**src/rtl/tx_byte_fetch_if.sv**
```systemverilog
// Byte-fetch bus: FWFT word queue on one side, byte stream on the other.
// master = tx_byte_fetch, slave = queue/consumer environment.
interface tx_byte_fetch_if;
  // Queue: DATA_TO_ACC is valid while EMPTYN_TO_ACC=1; a one-cycle ACC_ASK_DATA pops it.
  // Bytes: byte_out transfers on a cycle with byte_valid=1 and byte_ready=1. Once
  // byte_valid is raised, it and byte_out hold until that transfer happens.
  logic [63:0] DATA_TO_ACC;
  logic        EMPTYN_TO_ACC;
  logic        ACC_ASK_DATA;
  logic [7:0]  byte_out;
  logic        byte_valid;
  logic        byte_ready;

  modport master (
    input  DATA_TO_ACC, EMPTYN_TO_ACC, byte_ready,
    output ACC_ASK_DATA, byte_out, byte_valid
  );

  modport slave (
    output DATA_TO_ACC, EMPTYN_TO_ACC, byte_ready,
    input  ACC_ASK_DATA, byte_out, byte_valid
  );
endinterface

```
**src/rtl/tx_byte_fetch.sv**
```systemverilog
// Pops 64-bit words from a FWFT queue and emits pkt_len_byte bytes, LSB first.
// Optional FIFO-empty timeout: define TX_BYTE_FETCH_UNDERRUN_EN.
module tx_byte_fetch #(
  parameter int LEN_WIDTH            = 16,
  parameter int C_S_AXIS_TDATA_WIDTH = 64,
  parameter int UNDERRUN_TIMEOUT     = 255
) (
  input  logic                 S_AXIS_ACLK,
  input  logic                 S_AXIS_ARESETN,
  input  logic                 start,
  input  logic [LEN_WIDTH-1:0] pkt_len_byte,
  tx_byte_fetch_if.master      axis,
  output logic                 busy,
  output logic                 done,
  output logic                 underrun,
  output logic [1:0]           state_dbg
);

  typedef enum logic [1:0] {
    IDLE  = 2'd0,
    LOAD  = 2'd1,
    SHIFT = 2'd2,
    DONE  = 2'd3
  } state_t;

  state_t                          state, state_nxt;
  logic [C_S_AXIS_TDATA_WIDTH-1:0] shreg;
  logic [LEN_WIDTH-1:0]            remain;
  logic [2:0]                      idx;
  logic                            hs;
  logic                            word_take;
  logic                            accept_start;
  logic                            timeout;

  assign accept_start = (state == IDLE) && start;
  assign word_take    = (state == LOAD) && axis.EMPTYN_TO_ACC;
  assign hs           = axis.byte_valid && axis.byte_ready;

`ifdef TX_BYTE_FETCH_UNDERRUN_EN
  localparam int WAIT_W = $clog2(UNDERRUN_TIMEOUT + 1);
  logic [WAIT_W-1:0] wait_cnt;

  // Counts consecutive empty LOAD cycles; the last one of the budget fires timeout.
  assign timeout = (state == LOAD) && !axis.EMPTYN_TO_ACC &&
                   (wait_cnt == WAIT_W'(UNDERRUN_TIMEOUT - 1));

  always_ff @(posedge S_AXIS_ACLK or negedge S_AXIS_ARESETN) begin
    if (!S_AXIS_ARESETN) begin
      wait_cnt <= '0;
      underrun <= 1'b0;
    end else begin
      if ((state == LOAD) && !axis.EMPTYN_TO_ACC) wait_cnt <= wait_cnt + 1'b1;
      else                                        wait_cnt <= '0;
      if (accept_start) underrun <= 1'b0;
      else if (timeout) underrun <= 1'b1;
    end
  end
`else
  localparam int unused_timeout_cfg = UNDERRUN_TIMEOUT;
  assign timeout  = 1'b0;
  assign underrun = 1'b0;
`endif

  always_ff @(posedge S_AXIS_ACLK or negedge S_AXIS_ARESETN) begin
    if (!S_AXIS_ARESETN) state <= IDLE;
    else                 state <= state_nxt;
  end

  always_comb begin
    state_nxt = state;
    case (state)
      IDLE:  if (start) state_nxt = (pkt_len_byte == '0) ? DONE : LOAD;
      LOAD: begin
        if (axis.EMPTYN_TO_ACC) state_nxt = SHIFT;
        else if (timeout)       state_nxt = DONE;
      end
      SHIFT: begin
        if (hs) begin
          if (remain == LEN_WIDTH'(1)) state_nxt = DONE;
          else if (idx == 3'd7)        state_nxt = LOAD;
        end
      end
      DONE:    state_nxt = IDLE;
      default: state_nxt = IDLE;
    endcase
  end

  always_ff @(posedge S_AXIS_ACLK or negedge S_AXIS_ARESETN) begin
    if (!S_AXIS_ARESETN) begin
      remain <= '0;
      shreg  <= '0;
      idx    <= '0;
    end else begin
      if (accept_start) remain <= pkt_len_byte;
      else if (hs)      remain <= remain - 1'b1;
      // A fresh word always restarts at byte 0; leftover bytes of a short tail are dropped.
      if (word_take) begin
        shreg <= axis.DATA_TO_ACC;
        idx   <= '0;
      end else if (hs) begin
        idx <= idx + 1'b1;
      end
    end
  end

  assign axis.ACC_ASK_DATA = word_take;
  assign axis.byte_valid   = (state == SHIFT);
  assign axis.byte_out     = shreg[{idx, 3'b000} +: 8];
  assign busy              = (state != IDLE);
  assign done              = (state == DONE);
  assign state_dbg         = state;

endmodule
```
**src/flat_wrapper.sv**
```systemverilog
// flat-port wrapper written by rule: the top's interface ports become plain ports
module tx_byte_fetch_flat 
#(
  parameter int LEN_WIDTH            = 16,
  parameter int C_S_AXIS_TDATA_WIDTH = 64,
  parameter int UNDERRUN_TIMEOUT     = 255
)
  (S_AXIS_ACLK, S_AXIS_ARESETN, start, pkt_len_byte, busy, done, underrun, state_dbg, axis_DATA_TO_ACC, axis_EMPTYN_TO_ACC, axis_byte_ready, axis_ACC_ASK_DATA, axis_byte_out, axis_byte_valid);
  tx_byte_fetch_if axis_i ();
  input  logic S_AXIS_ACLK;
  input  logic S_AXIS_ARESETN;
  input  logic start;
  input  logic [LEN_WIDTH-1:0] pkt_len_byte;
  output logic busy;
  output logic done;
  output logic underrun;
  output logic [1:0] state_dbg;
  input wire logic [$bits(axis_i.DATA_TO_ACC)-1:0] axis_DATA_TO_ACC;
  input wire logic [$bits(axis_i.EMPTYN_TO_ACC)-1:0] axis_EMPTYN_TO_ACC;
  input wire logic [$bits(axis_i.byte_ready)-1:0] axis_byte_ready;
  output wire logic [$bits(axis_i.ACC_ASK_DATA)-1:0] axis_ACC_ASK_DATA;
  output wire logic [$bits(axis_i.byte_out)-1:0] axis_byte_out;
  output wire logic [$bits(axis_i.byte_valid)-1:0] axis_byte_valid;
  assign axis_i.DATA_TO_ACC = axis_DATA_TO_ACC;
  assign axis_i.EMPTYN_TO_ACC = axis_EMPTYN_TO_ACC;
  assign axis_i.byte_ready = axis_byte_ready;
  assign axis_ACC_ASK_DATA = axis_i.ACC_ASK_DATA;
  assign axis_byte_out = axis_i.byte_out;
  assign axis_byte_valid = axis_i.byte_valid;
  tx_byte_fetch #(.LEN_WIDTH(LEN_WIDTH), .C_S_AXIS_TDATA_WIDTH(C_S_AXIS_TDATA_WIDTH), .UNDERRUN_TIMEOUT(UNDERRUN_TIMEOUT)) u_core (.S_AXIS_ACLK(S_AXIS_ACLK), .S_AXIS_ARESETN(S_AXIS_ARESETN), .start(start), .pkt_len_byte(pkt_len_byte), .axis(axis_i), .busy(busy), .done(done), .underrun(underrun), .state_dbg(state_dbg));
endmodule
```
**config.mk**
```make
export PLATFORM = sky130hd
export DESIGN_NAME = tx_byte_fetch_flat
export DESIGN_NICKNAME = d
export VERILOG_FILES = /design/src/rtl/tx_byte_fetch_if.sv /design/src/rtl/tx_byte_fetch.sv /design/src/flat_wrapper.sv
export SDC_FILE = /design/constraint.sdc
export NUM_CORES = 1
export LEC_CHECK = 0
export CAP_MARGIN = 20
export CELL_PAD_IN_SITES_DETAIL_PLACEMENT = 0
export CELL_PAD_IN_SITES_GLOBAL_PLACEMENT = 1
export CORE_MARGIN = 5
export CORE_UTILIZATION = 34
export CTS_CLUSTER_SIZE = 16
export DETAILED_ROUTE_END_ITERATION = 8
export PLACE_DENSITY_LB_ADDON = 0.1
export SYNTH_ARGS = -nofsm -noshare
export SYNTH_HDL_FRONTEND = slang
export SYNTH_SLANG_ARGS = --single-unit
```
**constraint.sdc**
```tcl
create_clock -name S_AXIS_ACLK -period 1.8 [get_ports S_AXIS_ACLK]
set_clock_uncertainty 0.05 [all_clocks]
set_input_delay 0.18 -clock S_AXIS_ACLK [delete_from_list [all_inputs] [get_ports S_AXIS_ACLK]]
set_output_delay 0.18 -clock S_AXIS_ACLK [all_outputs]
set_load 0.02 [all_outputs]
```
==> impl_metrics.csv, run 1 <==
group,metric,value,unit
outcome,status,"finished, violations left",
outcome,violations,"setup timing",
finish,instances_no_fill,748,
routing,via_count_normalized_by_instance_count,4.83,
sta,timing.final.max_slew_violations,0,
yosys,post-synth-top-area-cell,"sky130_fd_sc_hd__dfrtp_1",
yosys,synthesis.nets,544,
yosys,synthesis.yosys.warnings,0,
clock_tree,htree_num_levels,3,
floorplanning,core_area,12100,µm²
floorplanning,floorplan.rows,40,
routing,ant_nets,0,
yosys,synthTopCellsByArea,"sky130_fd_sc_hd__dfrtp_1 50%, sky130_fd_sc_hd__nand2_1 19%, sky130_fd_sc_hd__mux4_2 8.5%",
grt,groute.usage.overall,16.5,%
sta,tightestPinTransition,518,ps
pwr,power_leakage,2.83,nW
setup_path,timing.critical_path.to_type,"output pin",
clock_tree,cts_tree,"yes",
setup_path,cp_data_arrival_time,1840,ps
routing,dr_wl_met2,6250,µm
sta,report.final.setup_viol,8,
grt,total_congestion_overflow_after_global_routing,0,
min_path,holdCritPathClass,"primary input to asynchronous set/reset pin",
sta,setup-tns-final,-2040,ps
routing,vias,3613,
pwr,p_total,9.93,mW
yosys,syn_inst,455,
placement,place_congestion,0.808,
placement,placedCellCount,725,
clock_tree,insertion_delay,330,ps
clock_tree,clk_pin_slew,70,ps
sta,hold_violation_count_in_the_final_report,0,
yosys,most_instantiated_cells_after_synthesis,"215 x sky130_fd_sc_hd__nand2_1, 85 x sky130_fd_sc_hd__dfrtp_1, 16 x sky130_fd_sc_hd__mux4_2",
placement,hpwl,8910,µm
setup_path,timing.rr.start,"u_core.remain[8]",
clock_tree,number_of_buffers_created_by_cts,9,
floorplanning,floorplan.initialDensity,34.9,%
finish,antennaDiodeCount,0,
sta,min_period_over_period,115,%
routing,wire_per_inst,15.8,µm
sta,max-slew-margin-rel,65.4,%
placement,placement.io_buffers,98,
yosys,yosysMostFrequentCell,"sky130_fd_sc_hd__nand2_1",
setup_path,critical_path.reg2reg.endpoint,"u_core.remain[15]",
pwr,power.density_cell_area,1640,nW/µm²
clock_tree,clockRootBuffer,"sky130_fd_sc_hd__clkbuf_16",
routing,wirelength,11800,µm
setup_path,critPathMaxFanout,5,
grt,grt_pass1_wl,19100,µm
setup_path,worstRegToRegCells,4,
setup_path,timing.critical_path.from_type,"flip-flop",
yosys,synth_top_area_share,50.4,%
routing,drc,0,
sta,finalCriticalPeriod,2070,ps
flow_run,drv_cap,0,
pwr,max-vdd-ir-drop,924,µV
routing,met1Wirelength,4770,µm
setup_path,critical_path_required,1570,ps
routing,drt_iter0_markers,208,
finish,final_layout_size_suffix_gt1_share,17.8,%
sta,grt_setup_unrepaired,"yes",
floorplanning,floorplan.die.width,121,µm
finish,layout-area-overhead-vs-synth,43.3,%
floorplanning,die_height,121,µm
routing,highest_layer,"met4",
sta,max_clock_freq,482,MHz
setup_path,setup.reg_to_reg.worst_slack,60,ps
yosys,synth_cell_type_count,44,
routing,drtPass1Iterations,4,
sta,layout_setup_ws,-275,ps
grt,first_global_vias,3812,
clock_tree,cts_buffer_depth,2,
sta,fin_hold_ws,309,ps
yosys,synth.ff_latch_count,85,
yosys,fraction_of_the_yosys_area_taken_by_sequential_cells,50.4,%
clock_tree,tritoncts_num_sinks,85,
routing,met3WireLength,599,µm
floorplanning,top_level_ports,100,
yosys,synth-async-reset-ratio,100,%
floorplanning,die_area,14700,µm²
yosys,synth_top_flop_cell,"sky130_fd_sc_hd__dfrtp_1",
yosys,postSynthAreaPerCell,9.28,µm²
yosys,mappedNetlistArea,4220,µm²
grt,grt_antenna_before_repair,0,
grt,grt_max_degree,65,
yosys,synth_enable_flop_cells,0,
finish,net_total_in_the_final_layout,664,
placement,place_ws,-320,ps
setup_path,worst-setup-path-type,"flip-flop to output pin",
## how the worst max path moves through the flow
stage / start / to / slack [ps] / cells after the start
after floorplan: u_core.idx[0] / axis_byte_out[0] / 60 / 4
after detailed placement: u_core.idx[0] / axis_byte_out[5] / -320 / 4
after global placement: u_core.idx[0] / axis_byte_out[4] / -320 / 4
after CTS: u_core.idx[0] / axis_byte_out[7] / -340 / 5
after global routing: u_core.idx[0] / axis_byte_out[2] / -320 / 4
final: u_core.idx[0] / axis_byte_out[6] / -270 / 4
## layer usage
metal | up-vias | GRT usage, %
li1 | 1768 | -
met1 | 1730 | 19.7
met2 | 103 | 29.6
met3 | 12 | 3.54
met4 | 0 | 5.04
met5 | - | 0
## report_power, final
group          leakage [nW]  internal [mW]  switching [mW]  total [mW]
combinational          1.61           2.29            2.06        4.35
sequential             1.06           2.79           0.736        3.53
clock                 0.159           1.24           0.806        2.05
total                  2.83           6.32            3.61        9.93
## through the flow
stage          utilization [%]  instance area, µm²
6_report                  50.0                6050
5_1_grt                   50.0                6050
4_1_cts                   49.7                6020
3_5_place_dp              46.2                5600
3_3_place_gp              46.2                5600
2_1_floorplan                -                4230
## placed cells by master, fill, tap and decap left out, types with 5 or more instances in the layout
| cell | count |
|---|---|
| sky130_fd_sc_hd__nand2_1 | 213 |
| sky130_fd_sc_hd__clkdlybuf4s50_1 | 85 |
| sky130_fd_sc_hd__dfrtp_1 | 82 |
| sky130_fd_sc_hd__buf_4 | 29 |
| sky130_fd_sc_hd__mux4_2 | 16 |
| sky130_fd_sc_hd__o21ai_0 | 11 |
| sky130_fd_sc_hd__nand3_1 | 9 |
| sky130_fd_sc_hd__clkbuf_16 | 9 |
| sky130_fd_sc_hd__buf_6 | 9 |
| sky130_fd_sc_hd__inv_1 | 8 |
| sky130_fd_sc_hd__nor2_1 | 8 |
| sky130_fd_sc_hd__buf_12 | 8 |
| sky130_fd_sc_hd__a31oi_1 | 7 |
| sky130_fd_sc_hd__mux2_4 | 6 |
| sky130_fd_sc_hd__o311ai_0 | 5 |
## critical path, cell delays in order, from the launching register on
cell,delay [ps]
sky130_fd_sc_hd__dfrtp_2,430
sky130_fd_sc_hd__buf_6,150
sky130_fd_sc_hd__mux4_2,500
sky130_fd_sc_hd__mux2_4,300
sky130_fd_sc_hd__buf_6,130
## logic make-up after synthesis
family / Yosys count / synth area share (%)
flops: 85 / 50.4
simple gates: 262 / 26.5
other cells: 1 / 0.0888
fa+ha+maj: 4 / 1.19
xor+xnor: 3 / 0.622
mux: 26 / 11.1
compound gates: 38 / 6.07
buf+inv: 36 / 4.06
## flip-flops by register name, summed over array words and instances, names as in the netlist
signal,cells
u_core.state_dbg,2
u_core.remain,16
u_core.idx,3
u_core.shreg,64
## cell type report
| class | count | area, µm² |
|---|---|---|
| multi-input combinational | 334 | 1970 |
| fill | 1183 | 6060 |
| inverter | 9 | 33.8 |
| clock buffer | 9 | 225 |
| clock inverter | 7 | 105 |
| timing repair buffer | 136 | 1380 |
| sequential | 85 | 2130 |
| tap | 168 | 210 |
## repair_timing
item	4_1_cts	5_1_grt
resized for setup	59	10
buffers inserted	2	4
hold buffers	1	0
endpoints found under the setup margin	13	15
pin swaps	0	4
hold endpoints to repair	33	0
cloned	1	0
Note: power is estimated with default switching activity, not from simulation.
==> inputs of run 2 (changes only) <==
Settings changed: GPL_ROUTABILITY_DRIVEN set to 0.
Clock period 1.8 ns to 1.9 ns, I/O delays scaled along.
==> run 2 against run 1 <==
Net effect:
- the run still ends with setup timing left
- flip-flop and latch count is the same
- core utilization shrank 1.6 points
- worst setup slack gained 91 ps
- sequential share of layout area grew 1.1 points
- power shrank 8.9%
- largest power group unchanged
==> impl_metrics.csv, run 2 (synthesis gave the netlist of run 1 again) <==
group,metric,value,unit
pwr,comb_power_share,43.6,%
routing,ant_nets,0,
finish,net_total_in_the_final_layout,651,
clock_tree,number_of_buffers_created_by_cts,9,
pwr,p_int,5.67,mW
floorplanning,floorplan.rows,40,
sta,max-slew-margin-rel,63.2,%
floorplanning,floorplan.initialDensity,34.9,%
finish,n_fill_cell,1225,
outcome,status,"finished, violations left",
finish,final_util,48.4,%
clock_tree,insertion_delay,340,ps
routing,drt_iter0_markers,264,
outcome,violations,"setup timing",
sta,finalCriticalPeriod,2080,ps
sta,fin_hold_ws,324,ps
clock_tree,tritoncts_num_sinks,85,
floorplanning,die_area,14700,µm²
clock_tree,clockRootBuffer,"sky130_fd_sc_hd__clkbuf_16",
finish,layout-area-overhead-vs-synth,38.8,%
setup_path,timing.critical_path.from_type,"flip-flop",
setup_path,critPathMaxStageDelay,520,ps
grt,groute.usage.overall,17.0,%
setup_path,timing.critical_path.to_type,"output pin",
routing,via_count_normalized_by_instance_count,4.84,
setup_path,worst-setup-path-type,"flip-flop to output pin",
setup_path,worst_setup_path_startpoint,"u_core.idx[0]",
setup_path,critical_path_required,1660,ps
sta,timing.final.max_slew_violations,0,
pwr,max-vdd-ir-drop,1030,µV
grt,grt_antenna_before_repair,0,
pwr,power.share.sequential,37.0,%
pwr,power_leakage,2.74,nW
floorplanning,die_height,121,µm
finish,mostFrequentLayoutCell,"sky130_fd_sc_hd__nand2_1",
grt,grt_pass1_wl,19700,µm
finish,postLayoutCellArea,5860,µm²
clock_tree,cts_buffer_depth,2,
sta,setup-tns-final,-1400,ps
grt,grt_max_degree,66,
placement,hpwl,8770,µm
placement,placement.io_buffers,98,
finish,final_layout_size_suffix_gt1_share,14.6,%
finish,top_register,"u_core.shreg",
setup_path,library_cell_contributing_the_largest_single_delay_on_the_critical_path,"sky130_fd_sc_hd__mux4_2",
setup_path,timing.rr.start,"u_core.remain[8]",
sta,report.final.setup_viol,8,
sta,tightestPinTransition,551,ps
setup_path,cp_top_family,"multiplexers",
routing,vias,3559,
setup_path,worstPathBufferInverterCount,2,
min_path,holdCritPathClass,"primary input to asynchronous set/reset pin",
pwr,swShare,37.3,%
floorplanning,top_level_ports,100,
setup_path,critPathMaxFanout,7,
pwr,total_switching_power,3.38,mW
pwr,clockPowerShare,19.4,%
finish,antennaDiodeCount,0,
sta,grt_setup_unrepaired,"yes",
grt,total_congestion_overflow_after_global_routing,0,
sta,hold_violation_count_in_the_final_report,0,
flow_run,drv_cap,0,
finish,instances_no_fill,735,
pwr,power.density_cell_area,1540,nW/µm²
routing,drc,0,
clock_tree,clk_pin_slew,60,ps
setup_path,cp_data_arrival_time,1840,ps
sta,max_clock_freq,480,MHz
routing,wirelength,12000,µm
routing,wire_per_inst,16.3,µm
finish,most-common-layout-cells,"215 x sky130_fd_sc_hd__nand2_1, 86 x sky130_fd_sc_hd__clkdlybuf4s50_1, 84 x sky130_fd_sc_hd__dfrtp_1, 19 x sky130_fd_sc_hd__buf_4, 16 x sky130_fd_sc_hd__mux4_2",
clock_tree,htree_num_levels,3,
clock_tree,cts_tree,"yes",
placement,place_area,5490,µm²
setup_path,timing.critical_path.cells,"buf_12 > mux4_2 > mux2_4 > buf_6",
floorplanning,core_area,12100,µm²
grt,first_global_vias,3888,
sta,layout_setup_ws,-184,ps
sta,min_period_over_period,110,%
routing,drtPass1Iterations,4,
floorplanning,floorplan.die.width,121,µm
finish,reg_top3,"u_core.shreg x64, u_core.remain x16, u_core.idx x3",
placement,placedCellCount,716,
finish,largest_reg_flops,64,
==> run 2: worst paths after layout <==
kind,endpoint,depth (start not counted),slack (ps)
worst max-delay path,axis_byte_out[0],4,-180
worst min-delay path,u_core.remain[0],2,320
worst max register to register,u_core.remain[15],4,140
worst min register to register,u_core.shreg[1],2,420
max in group asynchronous,u_core.shreg[57],3,840
min in group S_AXIS_ACLK,u_core.shreg[0],3,330
==> run 2: power by group through the flow <==
stage | clock (mW) | combinational (mW) | sequential (mW)
2_1_floorplan | 0 | 2.51 | 3.07
3_3_place_gp | 0 | 3.72 | 3.36
3_5_place_dp | 0 | 3.78 | 3.35
4_1_cts | 1.80 | 3.96 | 3.33
5_1_grt | 1.88 | 4.40 | 3.43
6_report | 1.76 | 3.94 | 3.34
==> run 2: area by class of cell <==
cell class              count  area, µm²  area share [%]
flip-flops and latches     85       2130            36.3
inverters                   9       33.8           0.576
multi-input cells         334       1960            33.4
clock inverters             5       60.1            1.02
repair buffers            123       1240            21.1
clock buffers              11        233            3.97
well taps                 168        210            3.59
==> run 2: stage by stage <==
stage / total power, mW / setup WS, ps
after floorplan: 5.58 / 30.3
after global placement: 7.08 / -226
after detailed placement: 7.13 / -255
after CTS: 9.09 / -250
after global routing: 9.71 / -250
final: 9.04 / -184
==> run 2: layer usage <==
layer | share of wire (%) | wire length, µm | GRT usage (%)
met1 | 41 | 4940 | 20.5
met2 | 50 | 6050 | 29.0
met3 | 5.9 | 713 | 5.27
met4 | 2.5 | 300 | 5.60
met5 | 0 | 0 | 0
==> run 2: repair_timing <==
action | in CTS | in global routing
setup buffers | 2 | 1
resized for setup | 55 | 14
hold buffers | 1 | 0
cloned | 1 | 0
hold endpoints to repair | 36 | 0
endpoints found under the setup margin | 10 | 11
==> run 2: worst reg2reg max path, cell delays in order (launching register included) <==
cell,delay [ps]
sky130_fd_sc_hd__dfrtp_1,440
sky130_fd_sc_hd__nor4_4,380
sky130_fd_sc_hd__nand2_1,170
sky130_fd_sc_hd__or3_1,390
sky130_fd_sc_hd__a31o_1,220
